--- src/rtl/disp_scan_ctrl_pkg.sv ---
// rtl/disp_scan_ctrl_pkg.sv - scan FSM encodings, digit count and anode helpers
package disp_scan_ctrl_pkg;

  typedef enum logic [1:0] {
    S_OFF   = 2'd0,
    S_BLANK = 2'd1,
    S_ON    = 2'd2
  } scan_state_t;

  localparam int         DIGITS = 4;
  localparam logic [3:0] AN_OFF = 4'hF;

  // Active-low one-hot anode for the given digit.
  function automatic logic [3:0] anode_sel(input logic [1:0] idx);
    logic [3:0] one_hot;
    one_hot = 4'b0001 << idx;
    return ~one_hot;
  endfunction

endpackage

--- src/rtl/disp_scan_ctrl_prescaler.sv ---
// rtl/disp_scan_ctrl_prescaler.sv - loadable up-counter timing both blank and on phases
module disp_scan_ctrl_prescaler #(
  parameter int WIDTH = 17
) (
  input  logic             clk,
  input  logic             rst,
  input  logic             clr,
  input  logic             ld,
  input  logic [WIDTH-1:0] ld_val,
  input  logic             inc,
  output logic             tc
);

  logic [WIDTH-1:0] cnt;

  // Phases end at all-ones, so a phase of N cycles loads 2^WIDTH - N.
  always_ff @(posedge clk) begin
    if (!rst || clr) begin
      cnt <= '0;
    end else if (ld) begin
      cnt <= ld_val;
    end else if (inc) begin
      cnt <= cnt + WIDTH'(1);
    end
  end

  assign tc = &cnt;

endmodule

--- src/rtl/disp_scan_ctrl.sv ---
// rtl/disp_scan_ctrl.sv - 4-digit 7-segment scan controller with frame-synchronous score buffer
module disp_scan_ctrl
  import disp_scan_ctrl_pkg::*;
#(
  parameter int SCAN_DIV  = 17,
  parameter int BLANK_CYC = 16
) (
  input  logic        clk,
  input  logic        rst,
  input  logic        en,
  input  logic        load,
  input  logic [15:0] load_data,
  input  logic [3:0]  blank_mask,
  output logic        load_ack,
  output logic [3:0]  AN,
  output logic [3:0]  hex_out,
  output logic [1:0]  digit_idx,
  output logic        frame_tick
);

  localparam int                  BLANK_START_I = (1 << SCAN_DIV) - BLANK_CYC;
  localparam logic [SCAN_DIV-1:0] BLANK_START   = BLANK_START_I[SCAN_DIV-1:0];
  localparam logic [1:0]          LAST_DIGIT    = 2'(DIGITS - 1);

  scan_state_t         state, state_n;
  logic [1:0]          idx, idx_n;
  logic [15:0]         shadow, shadow_n, pending, pending_n;
  logic                pend_valid, pend_valid_n;
  logic                ack_n, boundary, apply;
  logic [3:0]          an_n;
  logic                pre_clr, pre_ld, pre_inc, pre_tc;
  logic [SCAN_DIV-1:0] pre_ld_val;

  disp_scan_ctrl_prescaler #(.WIDTH(SCAN_DIV)) u_prescaler (
    .clk    (clk),
    .rst    (rst),
    .clr    (pre_clr),
    .ld     (pre_ld),
    .ld_val (pre_ld_val),
    .inc    (pre_inc),
    .tc     (pre_tc)
  );

  always_comb begin
    state_n    = state;
    idx_n      = idx;
    pre_clr    = 1'b0;
    pre_ld     = 1'b0;
    pre_ld_val = '0;
    pre_inc    = 1'b0;
    if (!en) begin
      state_n = S_OFF;
      idx_n   = 2'd0;
      pre_clr = 1'b1;
    end else begin
      case (state)
        S_OFF: begin
          state_n    = S_BLANK;
          pre_ld     = 1'b1;
          pre_ld_val = BLANK_START;
        end
        S_BLANK: begin
          if (pre_tc) begin
            state_n = S_ON;
            pre_ld  = 1'b1;
          end else begin
            pre_inc = 1'b1;
          end
        end
        S_ON: begin
          if (pre_tc) begin
            state_n    = S_BLANK;
            idx_n      = idx + 2'd1;
            pre_ld     = 1'b1;
            pre_ld_val = BLANK_START;
          end else begin
            pre_inc = 1'b1;
          end
        end
        default: state_n = S_OFF;
      endcase
    end
  end

  // Shadow only changes while dark: at the frame wrap or while the display is off.
  always_comb begin
    boundary     = en && (state == S_ON) && pre_tc && (idx == LAST_DIGIT);
    apply        = (state == S_OFF) || boundary;
    shadow_n     = shadow;
    pending_n    = pending;
    pend_valid_n = pend_valid;
    ack_n        = 1'b0;
    if (apply && load) begin
      shadow_n     = load_data;
      pend_valid_n = 1'b0;
      ack_n        = 1'b1;
    end else if (apply && pend_valid) begin
      shadow_n     = pending;
      pend_valid_n = 1'b0;
      ack_n        = 1'b1;
    end else if (load) begin
      pending_n    = load_data;
      pend_valid_n = 1'b1;
    end
    an_n = ((state_n == S_ON) && !blank_mask[idx_n]) ? anode_sel(idx_n) : AN_OFF;
  end

  always_ff @(posedge clk) begin
    if (!rst) begin
      state      <= S_OFF;
      idx        <= 2'd0;
      shadow     <= '0;
      pending    <= '0;
      pend_valid <= 1'b0;
      AN         <= AN_OFF;
      hex_out    <= 4'd0;
      load_ack   <= 1'b0;
      frame_tick <= 1'b0;
    end else begin
      state      <= state_n;
      idx        <= idx_n;
      shadow     <= shadow_n;
      pending    <= pending_n;
      pend_valid <= pend_valid_n;
      AN         <= an_n;
      hex_out    <= shadow_n[{idx_n, 2'b00} +: 4];
      load_ack   <= ack_n;
      frame_tick <= boundary;
    end
  end

  assign digit_idx = idx;

endmodule

--- config.mk ---
export PLATFORM = sky130hd
export DESIGN_NAME = disp_scan_ctrl
export DESIGN_NICKNAME = d
export VERILOG_FILES = /design/src/rtl/disp_scan_ctrl_pkg.sv /design/src/rtl/disp_scan_ctrl_prescaler.sv /design/src/rtl/disp_scan_ctrl.sv
export SDC_FILE = /design/constraint.sdc
export NUM_CORES = 1
export LEC_CHECK = 0
export ABC_AREA = 1
export CORE_MARGIN = 5
export CORE_UTILIZATION = 35
export CTS_CLUSTER_SIZE = 10
export DETAILED_ROUTE_END_ITERATION = 16
export PLACE_DENSITY = 0.63
export SLEW_MARGIN = 40
export SYNTH_ARGS = -nofsm -noshare
export SYNTH_HDL_FRONTEND = slang
export SYNTH_SLANG_ARGS = --single-unit
--- constraint.sdc ---
create_clock -name clk -period 3.4 [get_ports clk]
set_input_delay 0.51 -clock clk [delete_from_list [all_inputs] [get_ports clk]]
set_output_delay 0.51 -clock clk [all_outputs]
set_load 0.02 [all_outputs]
==> results.toml, run 1 <==
[worst_setup_path]
timing.rr.end = "hex_out[3]$_SDFF_PN0_"
crit_path_top_delay_cell = "dfxtp_1"
r2r_cells = 18
critPathMostFrequentCell = "nand3_1"
crit_path_start_kind = "register"
cp_max_fo = 18
endpoint_kind = "register"
rrSetupSlack_ns = 0.33
max_stage_delay_ns = 0.37
crit_required_ns = 3.59
worstPathCellList = "ha_1 > nand2_1 > nor2_1 > nand3_1 > nor2_2 > nand3_1 > nor3_1 > ha_1 > nand2_2 > o21ai_4 > buf_4 > nand2_4 > nand2_1 > nand3_1 > nand3_1 > nand2_1 > nor2_1 > nor2_1"
crit_type = "reg -> reg"
r2r_start = "u_prescaler.cnt[0]$_SDFFE_PP0P_"
arrival_ns = 3.26

[final_layout]
design_area_um2 = 3770
layout-drive-gt1-share = 0.0692
antenna_cells = 0
fin_nets = 518
final_cells = 599
n_fill_cell = 907
syn_to_final_growth_pct = 23.4

[grt]
grt_overflow = 0
grt_max_degree = 33
antenna_found_initial = 0
grt_pass1_wl_um = 12200
groute.usage.overall = 0.144
grt_pass1_vias = 2679

[logic_synthesis]
seq_area_frac_synth = 0.419
synth_flop_cell = "dfxtp_1"
synth_edf_count = 0
synth.distinct_cells = 22
synthesis.instances = 444
yosysWarnings = 0
async_reset_ff_frac = 0
synth_nets = 476
syn_area_per_cell_um2 = 6.88
synthesis.area_um2 = 3060
ys_seq_elements = 64

[place]
routabilityCongestion = 0.878
numPortBuffers = 35
place_area_um2 = 3570
hpwl_um = 5370
dpl.cell_count = 583

[timing]
hold_viol = 0
final.setup.tns_ns = 0
setup_viol = 0
fin_crit_ns = 3.07
slew_headroom = 0.499
fmax_mhz = 326
final.period_utilization = 0.902
rsz0062_at_grt = "false"
fin_worst_skew_ns = 0.0119
tightest_slew_ns = 0.750
final_max_slew_viol_count = 0

[floorplanning]
core-area_um2 = 8640
die_y_um = 103
die_area_um2 = 10700
initial_core_util = 0.354
rows = 34
io_pins = 36
die_x_um = 103

[power_and_ir_drop]
power_mw = 1.65
p_per_area_nw_per_um2 = 438
ir_drop_mv = 0.185
p_leak_nw = 1.57

[route]
vias_per_cell = 4.91
antenna_left = 0
wire_per_inst_um = 12.3
drt_wl_total_um = 7370
num_vias = 2939
dr.pass1.iters = 4
drc = 0
first_iter_violations = 138

[worst_hold_path]
hold_class = "reg -> reg"
min_path_cells = 2
hold_start = "pending[15]$_SDFFE_PN0P_"
min_to = "pending[15]$_SDFFE_PN0P_"

[clocking]
clk_pin_slew_ns = 0.07
cts_tree = "built"
cts_buffers = 9
ctsHtreeMaxLevel = 3
clk_latency_ns = 0.34
cts_root_buf = "clkbuf_8"
cts_hold_buffers = 0
clkSinkCount = 64
clock_path_buffers = 2

[job]
drv_cap = 0

[run_status]
status = "finished, final reports clean"
-- registers in the layout, summed over array words and instances (netlist names), 2 cells and up --
signal           flops
hex_out              4
shadow              16
AN                   4
u_prescaler.cnt     17
digit_idx            2
pending             16
state                2
-- timing repair --
item | in CTS | in global routing
resized for setup | 0 | 2
endpoints found under the hold margin | 0 | 0
buffers inserted | 0 | 0
endpoints found under the setup margin | 0 | 10
-- synth_stat cells (2+ instances only) --
cell,count,area share
clkbuf_1,11,0.014
inv_1,48,0.059
nand2_1,85,0.10
nand2_2,3,0.0061
nor2_1,53,0.065
o21ai_0,36,0.059
a21o_1,2,0.0049
buf_2,5,0.0082
or2_2,2,0.0041
a21oi_1,32,0.052
nand3_1,68,0.11
or2_1,14,0.029
ha_1,8,0.033
dfxtp_1,64,0.42
nor3_1,5,0.0082
o21a_1,2,0.0049
-- worst max-delay path, delay by kind of cell (launching register included) --
family,cells,cell delay (ns)
AND/OR/NAND/NOR,14,1.67
adder cells (fa/ha/maj),2,0.43
flip-flops,1,0.37
buffers and inverters,1,0.26
AO/OA/AOI/OAI,1,0.17
-- routing by layer --
metal	global-route usage	vias up	wire (µm)
li1	-	1517	-
met1	0.194	1359	3510
met2	0.227	59	3400
met3	0.0402	4	405
met4	0.0408	0	53
met5	0	-	0
-- how the worst max path moves through the flow --
stage | startpoint | endpoint | slack, ns
2_1_floorplan | u_prescaler.cnt[0]$_SDFFE_PP0P_ | hex_out[1]$_SDFF_PN0_ | 0.74
3_3_place_gp | u_prescaler.cnt[0]$_SDFFE_PP0P_ | hex_out[3]$_SDFF_PN0_ | 0.35
3_5_place_dp | u_prescaler.cnt[0]$_SDFFE_PP0P_ | hex_out[3]$_SDFF_PN0_ | 0.21
4_1_cts | u_prescaler.cnt[0]$_SDFFE_PP0P_ | hex_out[3]$_SDFF_PN0_ | 0.19
5_1_grt | u_prescaler.cnt[0]$_SDFFE_PP0P_ | hex_out[3]$_SDFF_PN0_ | 0.01
6_report | u_prescaler.cnt[0]$_SDFFE_PP0P_ | hex_out[3]$_SDFF_PN0_ | 0.33
-- cell families after synthesis --
logic type                 count (synthesis)  share of synthesized area
AOI/OAI and AO/OA                         76                      0.134
DFF                                       64                      0.419
adders and majority gates                  8                     0.0327
and+or+nand+nor                          231                      0.330
xor gates and xnor gates                   1                    0.00287
buffers and inverters                     64                     0.0806
-- per-stage QoR --
stage                     hold WS, ns  worst slack [ns]  utilization
after global placement          0.434             0.345        0.413
after global routing            0.466            0.0116        0.437
final                           0.446             0.334        0.437
after CTS                       0.449             0.186        0.436
after detailed placement        0.438             0.215        0.413
after floorplan                 0.424             0.741            -
-- power by group --
group | internal [mW] | switching [mW] | total, mW
combinational | 0.0862 | 0.109 | 0.196
sequential | 0.788 | 0.0200 | 0.808
clock | 0.357 | 0.292 | 0.649
-- layout by cell type (no fill, tap or decap), drive strengths merged --
master	count
a21oi	32
nand3	68
o21bai	1
clkinvlp	1
bufinv	1
ha	8
buf	12
clkinv	3
or2	16
o21ai	37
clkdlybuf4s50	35
nand3b	1
nor3	5
nand2	88
dfxtp	64
inv	48
a22o	1
o21a	2
a22oi	1
nor2	53
xor2	1
a21o	2
clkbuf	11
-- cell type report --
type | instances | area [µm²] | share of cell area
Tap cell | 108 | 135 | 0.0358
Clock buffer | 11 | 141 | 0.0375
Clock inverter | 5 | 56.3 | 0.0149
Timing Repair Buffer | 47 | 440 | 0.117
Multi-Input combinational cell | 316 | 1540 | 0.407
Inverter | 48 | 180 | 0.0478
Sequential cell | 64 | 1280 | 0.340
(Power assumes the default switching activity.)
==> run 2, diff against run 1 <==
--- a/config.mk
+++ b/config.mk
@@ -6,11 +6,10 @@
 export NUM_CORES = 1
 export LEC_CHECK = 0
 export ABC_AREA = 1
-export CORE_MARGIN = 5
 export CORE_UTILIZATION = 35
 export CTS_CLUSTER_SIZE = 10
 export DETAILED_ROUTE_END_ITERATION = 16
-export PLACE_DENSITY = 0.63
+export PLACE_DENSITY = 0.65
 export SLEW_MARGIN = 40
 export SYNTH_ARGS = -nofsm -noshare
 export SYNTH_HDL_FRONTEND = slang
==> constraint.sdc (replaced) <==
create_clock -name clk -period 2.6 [get_ports clk]
set_input_delay 0.39 -clock clk [delete_from_list [all_inputs] [get_ports clk]]
set_output_delay 0.39 -clock clk [all_outputs]
set_load 0.02 [all_outputs]
==> results.toml, run 2 (synthesized netlist as in run 1, its figures left out) <==
[grt]
grt_overflow = 0
grt_pass1_wl_um = 12800
use_met3 = 0.0534
grt_busiest_layer = "met2"
antenna_found_initial = 0
met1_usage = 0.242
gr-usage-met2 = 0.289
groute.usage.overall = 0.183
grt_max_degree = 33
grt_pass1_vias = 2779

[worst_setup_path]
endpoint_kind = "register"
critPathMostFrequentCell = "nand2_4"
crit_path_top_delay_cell = "dfxtp_2"
arrival_ns = 2.73
cp_top_family = "simple AND/OR/NAND/NOR gates"
crit_path_start_kind = "register"
crit_type = "reg -> reg"
crit_required_ns = 2.80
timing.critical_path.buf_inv = 1
worstPathCellList = "ha_4 > nand2_4 > nor2_4 > nand3_2 > nor2_4 > nand3_2 > nor3_4 > ha_2 > nand2_4 > o21ai_4 > nand2_4 > buf_8 > or2_1 > nand3_1 > nand2_1 > nor2_1 > nor2_1"
cp_max_fo = 8
max_stage_delay_ns = 0.36

[route]
drt_wl_total_um = 8000
first_iter_violations = 135
num_vias = 3087
drc = 0
vias_per_cell = 5.01
dr.pass1.iters = 4
wire_per_inst_um = 13.0
antenna_left = 0

[power_and_ir_drop]
ir_drop_mv = 0.320
p_leak_nw = 1.76
p_per_area_nw_per_um2 = 562

[job]
drv_cap = 0

[timing]
rsz0062_at_grt = "true"
fin_worst_skew_ns = 0.0131
final_max_slew_viol_count = 0
fin_hold_ws_ns = 0.446
fin_ws_ns = 0.0708
tightest_slew_ns = 0.781
final.setup.tns_ns = 0
fmax_mhz = 395
final.period_utilization = 0.973
slew_headroom = 0.479
hold_viol = 0
setup_viol = 0
fin_crit_ns = 2.53

[clocking]
clk_latency_ns = 0.35
cts_buffers = 9
cts_tree = "built"
clkSinkCount = 64
ctsHtreeMaxLevel = 3
clk_pin_slew_ns = 0.07
clock_path_buffers = 2
cts_root_buf = "clkbuf_8"

[final_layout]
largestRegisters = "u_prescaler.cnt: 17 flops, pending: 16 flops, shadow: 16 flops"
fin_nets = 538
n_fill_cell = 809
layout_commonest_cell = "nand2_1"
multi_input_area_um2 = 1670
antenna_cells = 0
design_area_um2 = 4170
syn_to_final_growth_pct = 36.3
layout-drive-gt1-share = 0.155
layout_common_cells = "nand2_1, dfxtp_1, nand3_1, nor2_1, inv_1"
largest_reg_flops = 17
top_register = "u_prescaler.cnt"
ff_latch_area_um2 = 1280

[worst_hold_path]
hold_class = "reg -> reg"

[floorplanning]
io_pins = 36
die_area_um2 = 9110
core-area_um2 = 8340
initial_core_util = 0.366
die_y_um = 95.5
rows = 33
die_x_um = 95.5

[place]
hpwl_um = 5360
place_area_um2 = 3700
routabilityCongestion = 0.859
numPortBuffers = 35
pre_cts_slack_ns = -0.233

[run_status]
status = "finished, final reports clean"
==> run 2: changes by cell type in the layout (fill, tap and decap cells not counted), moves of 3 or more <==
cell	previous run	this run
buf_12	0	4
buf_4	12	25
dfxtp_1	64	61
dfxtp_2	0	3
ha_1	8	5
nand3_1	68	61
nand3_2	0	7
nor2_1	52	47
nor2_2	1	4
or2_4	0	3
==> run 2: layer usage <==
metal	routed length (µm)	vias up
li1	-	1564
met1	3760	1447
met2	3710	69
met3	450	7
met4	80	0
met5	0	-
==> run 2: final timing paths <==
kind / from / to / depth (start not counted) / slack, ns
setup / recovery: u_prescaler.cnt[0]$_SDFFE_PP0P_ / hex_out[0]$_SDFF_PN0_ / 17 / 0.07
hold reg to reg: pending[10]$_SDFFE_PN0P_ / pending[10]$_SDFFE_PN0P_ / 2 / 0.45
setup reg to reg: u_prescaler.cnt[0]$_SDFFE_PP0P_ / hex_out[0]$_SDFF_PN0_ / 17 / 0.07
hold / removal: pending[10]$_SDFFE_PN0P_ / pending[10]$_SDFFE_PN0P_ / 2 / 0.45
==> run 2: layout make-up <==
cell class	instances	share of cell area
sequential	64	0.308
clock inverter	6	0.0222
clock buffer	10	0.0330
timing repair buffer	67	0.161
inverter	48	0.0432
tap	105	0.0315
multi-input combinational	316	0.401
==> run 2: worst min-delay path: stages, from the launching register on <==
cell,delay [ns]
dfxtp_1,0.31
inv_1,0.05
a21oi_1,0.05
==> run 2: what timing repair did <==
action | 4_1_cts | 5_1_grt
gates cloned | 1 | 1
gates resized for setup | 24 | 15
hold endpoints to repair | 0 | 0
pin swaps | 8 | 14
hold buffers | 0 | 0
endpoints found under the setup margin | 35 | 55
buffers inserted | 1 | 5
==> run 2: power by group <==
group,switching [mW],total (mW),internal (mW)
Combinational,0.159,0.300,0.141
Sequential,0.0269,1.06,1.03
Clock,0.416,0.984,0.569
Total,0.601,2.34,1.74
==> run 2: metrics by stage <==
stage               total power [mW]   util  instances
floorplan                       1.23      -        444
global placement                1.34  0.444        593
detailed placement              1.35  0.444        593
CTS                             2.35  0.487        611
global route                    2.44  0.500        616
finish                          2.34  0.500        616
